<file path="src/rtl/gemm_dsp_pkg.sv">
// Shared constants and types for the GEMM DSP sequencing logic.
// Holds the DSP48E2 OPMODE tags that the MAC sequencer drives, the fixed ALU and
// INMODE settings, and the MAC sequencer state encoding.
package gemm_dsp_pkg;

    // OPMODE tags: Z mux in bits [6:4], X/Y muxes in bits [3:0]
    localparam logic [8:0] OPMODE_LOAD = 9'b00_000_0101;  // P = M
    localparam logic [8:0] OPMODE_ACC  = 9'b00_010_0101;  // P = P + M
    localparam logic [8:0] OPMODE_HOLD = 9'b00_010_0000;  // P = P + 0
    localparam logic [8:0] OPMODE_ZERO = 9'b0_0000_0000;  // P = 0

    localparam logic [3:0] ALUMODE_ADD = 4'b0000;         // Z + X + Y + CIN
    localparam logic [4:0] INMODE_A2B2 = 5'b00000;        // multiplier uses A2 x B2

    typedef enum logic [1:0] {
        ST_IDLE  = 2'd0,
        ST_FEED  = 2'd1,
        ST_DRAIN = 2'd2,
        ST_OUT   = 2'd3
    } mac_state_e;

endpackage

</file>
<file path="src/rtl/dsp_mac_tagline.sv">
// OPMODE tag delay line for the MAC sequencer.
// Delays each pushed tag by DEPTH cycles so it reaches the DSP in the same cycle
// as the product it belongs to. Unlike flt_delay it has an async reset to ZERO and
// a synchronous flush, so the DSP never sees a stale LOAD/ACC after a reset or abort.
module dsp_mac_tagline
    import gemm_dsp_pkg::*;
#(
    parameter int DEPTH = 2
) (
    input  logic       clk,
    input  logic       rst_n,
    input  logic       i_flush,
    input  logic [8:0] i_tag,
    output logic [8:0] o_tag
);

    logic [8:0] r_line [DEPTH];

    // Shift one tag per cycle; reset and flush clear every stage to ZERO
    always_ff @(posedge clk or negedge rst_n) begin
        if (!rst_n) begin
            for (int i = 0; i < DEPTH; i++) r_line[i] <= OPMODE_ZERO;
        end else if (i_flush) begin
            for (int i = 0; i < DEPTH; i++) r_line[i] <= OPMODE_ZERO;
        end else begin
            r_line[0] <= i_tag;
            for (int i = 1; i < DEPTH; i++) r_line[i] <= r_line[i-1];
        end
    end

    assign o_tag = r_line[DEPTH-1];

endmodule

</file>
<file path="src/rtl/dsp_mac_ctrl.sv">
// Multiply-accumulate sequencer for one dsp48e2 wrapper instance.
// Accepts a job of k_len operand pairs, streams them into the DSP with OPMODE tags
// aligned to the DSP pipeline (first product loads P, later ones accumulate, bubbles
// hold), drains the pipeline and returns the dot product on a valid/ready port.
// Optional macro DSP_MAC_CTRL_ABORT_EN adds an 'abort' input that cancels a job.
module dsp_mac_ctrl
    import gemm_dsp_pkg::*;
#(
    parameter int DATA_A_W   = 16,
    parameter int DATA_B_W   = 16,
    parameter int ACC_W      = 48,
    parameter int K_W        = 16,
    parameter int CTRL_DELAY = 2,
    parameter int PIPE_LAT   = 3
) (
    input  logic                clk,
    input  logic                rst_n,
`ifdef DSP_MAC_CTRL_ABORT_EN
    input  logic                abort,
`endif
    input  logic                start,
    input  logic [K_W-1:0]      k_len,
    output logic                busy,
    input  logic                in_valid,
    output logic                in_ready,
    input  logic [DATA_A_W-1:0] in_a,
    input  logic [DATA_B_W-1:0] in_b,
    output logic [DATA_A_W-1:0] dsp_a,
    output logic [DATA_B_W-1:0] dsp_b,
    output logic                dsp_ce,
    output logic [8:0]          dsp_op_mode,
    output logic [3:0]          dsp_alu_mode,
    output logic [4:0]          dsp_in_mode,
    input  logic [ACC_W-1:0]    dsp_p,
    output logic                res_valid,
    input  logic                res_ready,
    output logic [ACC_W-1:0]    res_data
);

    localparam int DCNT_W = $clog2(PIPE_LAT + 1);

    mac_state_e        r_state;
    logic [K_W-1:0]    r_rem;
    logic              r_first;
    logic [DCNT_W-1:0] r_dcnt;
    logic              r_resValid;
    logic [ACC_W-1:0]  r_resData;

    logic              w_fire;
    logic              w_abort;
    logic [8:0]        w_tagIn;

`ifdef DSP_MAC_CTRL_ABORT_EN
    assign w_abort = abort && (r_state != ST_IDLE);
`else
    assign w_abort = 1'b0;
`endif

    assign in_ready     = (r_state == ST_FEED);
    assign busy         = (r_state != ST_IDLE);
    assign w_fire       = in_valid && in_ready;
    assign dsp_a        = in_a;
    assign dsp_b        = in_b;
    assign dsp_ce       = rst_n;
    assign dsp_alu_mode = ALUMODE_ADD;
    assign dsp_in_mode  = INMODE_A2B2;
    assign res_valid    = r_resValid;
    assign res_data     = r_resData;

    // Tag for the operand pair presented this cycle; anything that is not a fire holds P
    always_comb begin
        w_tagIn = OPMODE_HOLD;
        if (w_fire) begin
            w_tagIn = r_first ? OPMODE_LOAD : OPMODE_ACC;
        end
    end

    // Delays tags by the operand register depth so they meet their product at the P stage
    dsp_mac_tagline #(
        .DEPTH (CTRL_DELAY)
    ) u_tagline (
        .clk     (clk),
        .rst_n   (rst_n),
        .i_flush (w_abort),
        .i_tag   (w_tagIn),
        .o_tag   (dsp_op_mode)
    );

    // Job sequencer: the drain counter is loaded with PIPE_LAT and the capture happens on the
    // edge where it reaches zero, which is exactly when the last product has settled in P
    always_ff @(posedge clk or negedge rst_n) begin
        if (!rst_n) begin
            r_state    <= ST_IDLE;
            r_rem      <= '0;
            r_first    <= 1'b0;
            r_dcnt     <= '0;
            r_resValid <= 1'b0;
            r_resData  <= '0;
        end else if (w_abort) begin
            r_state    <= ST_IDLE;
            r_resValid <= 1'b0;
        end else begin
            case (r_state)
                ST_IDLE: begin
                    if (start && (k_len != '0)) begin
                        r_rem   <= k_len;
                        r_first <= 1'b1;
                        r_state <= ST_FEED;
                    end
                end
                ST_FEED: begin
                    if (w_fire) begin
                        r_first <= 1'b0;
                        r_rem   <= r_rem - K_W'(1);
                        if (r_rem == K_W'(1)) begin
                            r_dcnt  <= DCNT_W'(PIPE_LAT);
                            r_state <= ST_DRAIN;
                        end
                    end
                end
                ST_DRAIN: begin
                    r_dcnt <= r_dcnt - DCNT_W'(1);
                    if (r_dcnt == DCNT_W'(1)) begin
                        r_resData  <= dsp_p;
                        r_resValid <= 1'b1;
                        r_state    <= ST_OUT;
                    end
                end
                ST_OUT: begin
                    if (res_ready) begin
                        r_resValid <= 1'b0;
                        r_state    <= ST_IDLE;
                    end
                end
                default: r_state <= ST_IDLE;
            endcase
        end
    end

endmodule

</file>
<file path="config.mk">
export PLATFORM = sky130hd
export DESIGN_NAME = dsp_mac_ctrl
export DESIGN_NICKNAME = d
export VERILOG_FILES = /design/src/rtl/gemm_dsp_pkg.sv /design/src/rtl/dsp_mac_tagline.sv /design/src/rtl/dsp_mac_ctrl.sv
export SDC_FILE = /design/constraint.sdc
export NUM_CORES = 1
export LEC_CHECK = 0
export BUFFER_PORTS_ARGS = -buffer_cell sky130_fd_sc_hd__buf_2
export CORE_MARGIN = 2
export CORE_UTILIZATION = 40
export DETAILED_ROUTE_END_ITERATION = 8
export PLACE_DENSITY = 0.7
export SYNTH_ARGS = -nofsm -noshare
export SYNTH_HDL_FRONTEND = slang
export SYNTH_HIERARCHICAL = 1
export SYNTH_SLANG_ARGS = --single-unit
</file>
<file path="constraint.sdc">
create_clock -name clk -period 5 [get_ports clk]
set_clock_uncertainty 0.15 [all_clocks]
set_input_delay 0.5 -clock clk [delete_from_list [all_inputs] [get_ports clk]]
set_output_delay 0.5 -clock clk [all_outputs]
set_load 0.05 [all_outputs]
</file>
# [After elaboration in Yosys (flattened, before gate mapping)]
# Cells that the tools add are included.
[word_totals] regBits=82 output_inout_bits=102 wordCells=53
[classes] addsub=2 mux=20 reduce_logical=13 eq_ne=10
[op_table] cell="$mux 16" n=2
[op_table] cell="$pmux 16 s2" n=1
[op_table] cell="$eq 16x1->1 const B" n=1
[op_table] cell="$reduce_bool 16->1" n=1
[op_table] cell="$sub 16x1->16 const B" n=1
[op_table] cell="$mux 2" n=7
[op_table] cell="$mux 6" n=2
[op_table] cell="$reduce_and 3->1" n=3
[op_table] cell="$pmux 2 s4" n=1
[op_table] cell="$reduce_bool 2->1" n=4
[op_table] cell="$ne 2x2->1 const B" n=3
[op_table] cell="$reduce_and 5->1" n=1
[op_table] cell="$eq 2x1->1 const B" n=2
[op_table] cell="$eq 2x2->1 const B" n=2
[op_table] cell="$mux 1" n=4
[op_table] cell="$ne 2x1->1 const B" n=2
[op_table] cell="$pmux 1 s2" n=2
[op_table] cell="$pmux 2 s2" n=1
[op_table] cell="$logic_and 1x1->1" n=2
[op_table] cell="$logic_not 2->1" n=1
[op_table] cell="$reduce_and 2->1" n=1
[op_table] cell="$sub 2x1->2 const B" n=1

# [Depth between registers and ports, before layout]
[logic_depth] ltp_word=4 ltp_mapped=7 mapped_depth_nobuf=6

# [By module]
# Netlist, hierarchy kept.
[by_module_without_submodules] module="dsp_mac_ctrl" cells_per_inst=319 area_per_inst_um2=3671.0 n_inst=1 seq_area_each_um2=1751.7
[by_module_without_submodules] module="dsp_mac_tagline" cells_per_inst=46 area_per_inst_um2=646.9 n_inst=1 seq_area_each_um2=450.4

# [Least setup slack after synthesis]
# OpenSTA, ideal clock, no wires.
[synth_timing] path_type="input -> register" start="input port k_len[14]" end="register r_state[1]" n_path_buf=0 slack_ns=2.626 arrival_ns=2.099 required_ns=4.725 path_stages=4 cell_sequence="or4_4 -> o41ai_4 -> a211oi_2 -> mux2_4"
[synth_via] elab_chain_cells=4
[synth_lines] element="start: declaration" line="dsp_mac_ctrl.sv:22" text="input logic [K_W-1:0] k_len,"
[synth_lines] element="$reduce_bool 16->1" line="dsp_mac_ctrl.sv:105" text="if (start && (k_len != '0)) begin"
[synth_lines] element="$logic_and 1x1->1" line="dsp_mac_ctrl.sv:105"
[synth_lines] element="$ne 2x2->1 (no source line)"
[synth_lines] element="$reduce_and 5->1 (no source line)"
[synth_lines] element="end signal: assignment" line="dsp_mac_ctrl.sv:100" text="r_state <= ST_IDLE;"
[synth_lines] element="end signal: assignment" line="dsp_mac_ctrl.sv:108" text="r_state <= ST_FEED;"
[synth_lines] element="end signal: assignment" line="dsp_mac_ctrl.sv:117" text="r_state <= ST_DRAIN;"
[synth_lines] element="end: declaration" line="dsp_mac_ctrl.sv:42" text="mac_state_e r_state;"
# Every way passes these cells.
# A chain may end at the register's enable or synchronous reset.

# [Final worst setup path]
[layout_timing] start="register r_state[1]" end="register r_rem[4]"
[layout_via] elab_chain_cells=4 word_cells_on_any_way=8 cone_classes="3 x eq/ne; 1 x mux; 4 x reduce/logical"
[layout_lines] element="start signal: assignment" line="dsp_mac_ctrl.sv:93" text="r_state <= ST_IDLE;"
[layout_lines] element="start signal: assignment" line="dsp_mac_ctrl.sv:100"
[layout_lines] element="start signal: assignment" line="dsp_mac_ctrl.sv:108"
[layout_lines] element="$eq 2x1->1" line="dsp_mac_ctrl.sv:59, dsp_mac_ctrl.sv:103"
[layout_lines] element="$logic_and 1x1->1" line="dsp_mac_ctrl.sv:61" text="assign w_fire = in_valid && in_ready;"
[layout_lines] element="$ne 2x1->1 (no source line)"
[layout_lines] element="$reduce_and 3->1 (no source line)"
[layout_lines] element="end signal: assignment" line="dsp_mac_ctrl.sv:106" text="r_rem <= k_len;"
[layout_lines] element="end signal: assignment" line="dsp_mac_ctrl.sv:114" text="r_rem <= r_rem - K_W'(1);"
[layout_lines] element="end: declaration" line="dsp_mac_ctrl.sv:43" text="logic [K_W-1:0] r_rem;"
# Parallel ways exist; a longest one is shown, timed or not.

==> impl_metrics.tcl <==
set metrics [dict create \
    cts-root-buf "clkbuf_8" \
    worstPathArrival_ps 2830 \
    first_iter_violations 157 \
    hold_end "res_data[21]" \
    area_growth_syn_to_layout_pct 16.23 \
    worstHoldPathCells 2 \
    ant_nets 0 \
    clkLatencyLatePin_ps 350 \
    path_common_cell "inv_1" \
    slowest_delay_ps 560 \
    timing.max_cap.violations 0 \
    drive_gt1_share_pct 43.40 \
    cts_tree "built" \
    critical_path_class "register to register" \
    antenna_found_initial 0 \
    synth_flop_cell "dfrtp_1" \
    hold_path.class "input port to register" \
    clk_pin_slew_ps 90 \
    status "finished, final reports clean" \
    yosysSeqAreaShare_pct 51.00 \
    clkPwrFrac_pct 32.9 \
    vias_per_cell 5.162 \
    ys_types 45 \
    rows 37 \
    routabilityCongestion 0.9214 \
    die_area_um2 11640 \
    cp_slowest_cell "inv_1" \
    grt_pass1_wl_um 14930 \
    start_util_pct 41.45 \
    stdcell_area_um2 5019 \
    placed_cell_area_um2 4796 \
    intPower_w 0.001098 \
    drcViolationCount 0 \
    rr_endpoint "r_rem[4]" \
    yosysWarnings 6 \
    p_per_area_nw_per_um2 315.4 \
    ff2ff_path_depth 7 \
    worst_setup_path_end_kind "register" \
    p_seq_share_pct 49.7 \
    power.leakage_nw 2.351 \
    wire_per_inst_um 15.59 \
    async_flop_share_pct 100.0 \
    timing.hold.ws_ps 234.8 \
    period_share_pct 56.01 \
    syn_avg_cell_area_um2 11.83 \
    final_nets 574 \
    hold_viol 0 \
    dp_hpwl_um 6946 \
    r2r_slack_ps 2200 \
    post-cts-setup-buffer-count 0 \
    p_sw_share_pct 30.64 \
    startpoint_type "register" \
    fill_cells 991 \
    hold_start "dsp_p[21]" \
    switching_power_w 0.0004849 \
    rsz0062_at_grt "no" \
    synthCells 365 \
    p_total_w 0.001583 \
    grt_pass1_vias 3047 \
    r2r-start "r_state[1]" \
    numPortBuffers 129 \
    htreeDepth 3 \
    antenna_cells 0 \
    slew_headroom_pct 26.35 \
    max-clock-path-buffers 2 \
    fp.coreArea_um2 10420 \
    finalSetupViolations 0 \
    cp_max_fo 31 \
    synth_edf_count 0 \
    num_vias 3128 \
    grt.overflow.total 0 \
    tns_ps 0 \
    tightestPinTransition_ps 1101 \
    cp.required_ps 5030 \
    grt_usage_pct 16.28 \
    cts_made_buffers 9 \
    ys_seq_elements 88 \
    cp_cell_sequence "inv_1 -> ha_1 -> buf_4 -> inv_1 -> a21boi_1 -> nor2_1 -> o221ai_1" \
    grt_max_degree 73 \
    cts.sinks 88 \
    regArea_um2 2202 \
    syn_area_um2 4318 \
    max_freq_ghz 0.3571 \
    multi_input_area_um2 1727 \
    comb_power_share_pct 17.4 \
    slew_viol_final 0 \
    die_h_um 107.9 \
    die_w_um 107.9 \
    drt-total-wl_um 9445 \
    io-pin-count 203 \
    finalCriticalPeriod_ps 2800 \
    vdd.ir_drop.worst_mv 0.1439 \
    dr.pass1.iters 4 \
]
[metal layers]
layer / GRT usage, % / vias to the layer above / wire length (um)
met5: 0 / - / 0
met4: 6.777 / 0 / 203
met2: 26.46 / 148 / 4571
met3: 4.177 / 28 / 713
li1: - / 1434 / -
met1: 20.60 / 1518 / 3956
[synth_stat cells (2+ instances only)]
| library cell | number | share of area [%] |
|---|---|---|
| dfrtp_1 | 88 | 51 |
| buf_4 | 52 | 9.0 |
| mux2_2 | 49 | 13 |
| nand2_1 | 17 | 1.5 |
| nor2b_1 | 13 | 1.9 |
| clkbuf_1 | 12 | 1.0 |
| nor2_1 | 12 | 1.0 |
| o211ai_1 | 12 | 2.1 |
| inv_1 | 9 | 0.78 |
| ha_1 | 8 | 2.3 |
| a21oi_1 | 7 | 0.81 |
| and2b_1 | 7 | 1.2 |
| or4_1 | 7 | 1.2 |
| o221ai_1 | 6 | 1.2 |
| o311ai_0 | 6 | 1.2 |
| a211oi_1 | 5 | 0.87 |
| nor3_1 | 5 | 0.58 |
| mux2i_1 | 4 | 0.93 |
| o21ai_0 | 4 | 0.46 |
| nand2b_1 | 3 | 0.43 |
| nand3_1 | 3 | 0.35 |
| nor4_1 | 3 | 0.43 |
| o22ai_1 | 3 | 0.43 |
| or3_1 | 3 | 0.43 |
| a22oi_1 | 2 | 0.35 |
| a31oi_1 | 2 | 0.29 |
| a32oi_1 | 2 | 0.41 |
| nor3b_1 | 2 | 0.35 |
| o41a_1 | 2 | 0.52 |
| or4_4 | 2 | 0.52 |
[cells in the final DEF, fill, tap and decap left out, types with 2 or more instances in the layout]
cell type / instances
o221ai_1: 6
o311ai_0: 6
ha_1: 8
inv_1: 9
o22ai_1: 3
nor3_1: 5
nand2b_1: 3
or4_4: 2
mux2_2: 49
nor2_1: 12
o21ai_0: 4
a32oi_1: 2
mux2i_1: 4
dfrtp_1: 88
clkbuf_8: 10
conb_1: 24
buf_4: 3
o211ai_1: 12
o41a_1: 2
or4_1: 7
buf_2: 128
a31oi_1: 2
a22oi_1: 2
nand3_1: 3
nand2_1: 16
and2b_1: 7
a211oi_1: 5
nor3b_1: 2
nor4_1: 3
inv_6: 2
a21oi_1: 7
or3_1: 3
nor2b_1: 13
[critical path, delay by kind of cell, from the launching register on]
kind	cells	cell delay, ps
adder cells (fa/ha/maj)	1	180
AO/OA/AOI/OAI	2	550
buffers and inverters	3	890
flip-flops	1	410
AND/OR/NAND/NOR	1	440
[kinds of logic (layout without fill, tap and decap cells)]
group | count (synthesis) | after routing | synth area share [%]
buf+inv | 75 | 157 | 11.07
compound gates | 59 | 59 | 10.90
flops | 88 | 88 | 51.00
fa+ha+maj | 8 | 8 | 2.318
simple gates | 80 | 80 | 10.58
mux | 54 | 54 | 14.05
other cells | 1 | 24 | 0.08685
[sequential cells by signal, summed over array words and instances (netlist names)]
name,cells
r_first,1
r_rem,16
u_tagline/r_line,9
u_tagline/o_tag,9
r_state,2
res_data,48
res_valid,1
r_dcnt,2
[through the flow]
step                      instances  worst slack (ps)  utilization [%]
after global placement          589              2084            46.04
after floorplan                 388              2626                -
after CTS                       606              2180            48.18
final                           606              2200            48.18
after global routing            606              1976            48.18
after detailed placement        589              2041            46.04
[power groups by stage]
stage / logic, W / registers, W / clock network (W)
final: 0.000276 / 0.000787 / 0.000520
after global routing: 0.000303 / 0.000796 / 0.000576
after global placement: 0.000272 / 0.000799 / 0
after floorplan: 0.000198 / 0.000866 / 0
after CTS: 0.000279 / 0.000787 / 0.000544
after detailed placement: 0.000278 / 0.000802 / 0
[what timing repair did]
action	CTS	global route
endpoints found under the hold margin	16	0
setup endpoints to repair	0	0
gates resized for setup	0	0
hold buffers	1	0
[worst max path at each step]
stage                           from    endpoint  slack [ps]  cells past startpoint
after floorplan            k_len[14]  r_state[1]        2630                      4
after global placement     k_len[11]   r_rem[14]        2080                      5
after detailed placement   k_len[11]   r_rem[14]        2040                      5
after CTS                 r_state[1]    r_rem[4]        2180                      7
after global routing      r_state[1]    r_rem[4]        1980                      7
final                     r_state[1]    r_rem[4]        2200                      7
[area by class of cell]
class                      count  share of cell area, %
timing repair buffer         132                  13.41
clock inverter                 6                  1.496
multi-input combinational    225                  34.41
sequential                    88                  43.88
clock buffer                  10                  2.742
inverter                       9                 0.6731
tap                          136                  3.391
(Power assumes the default switching activity.)
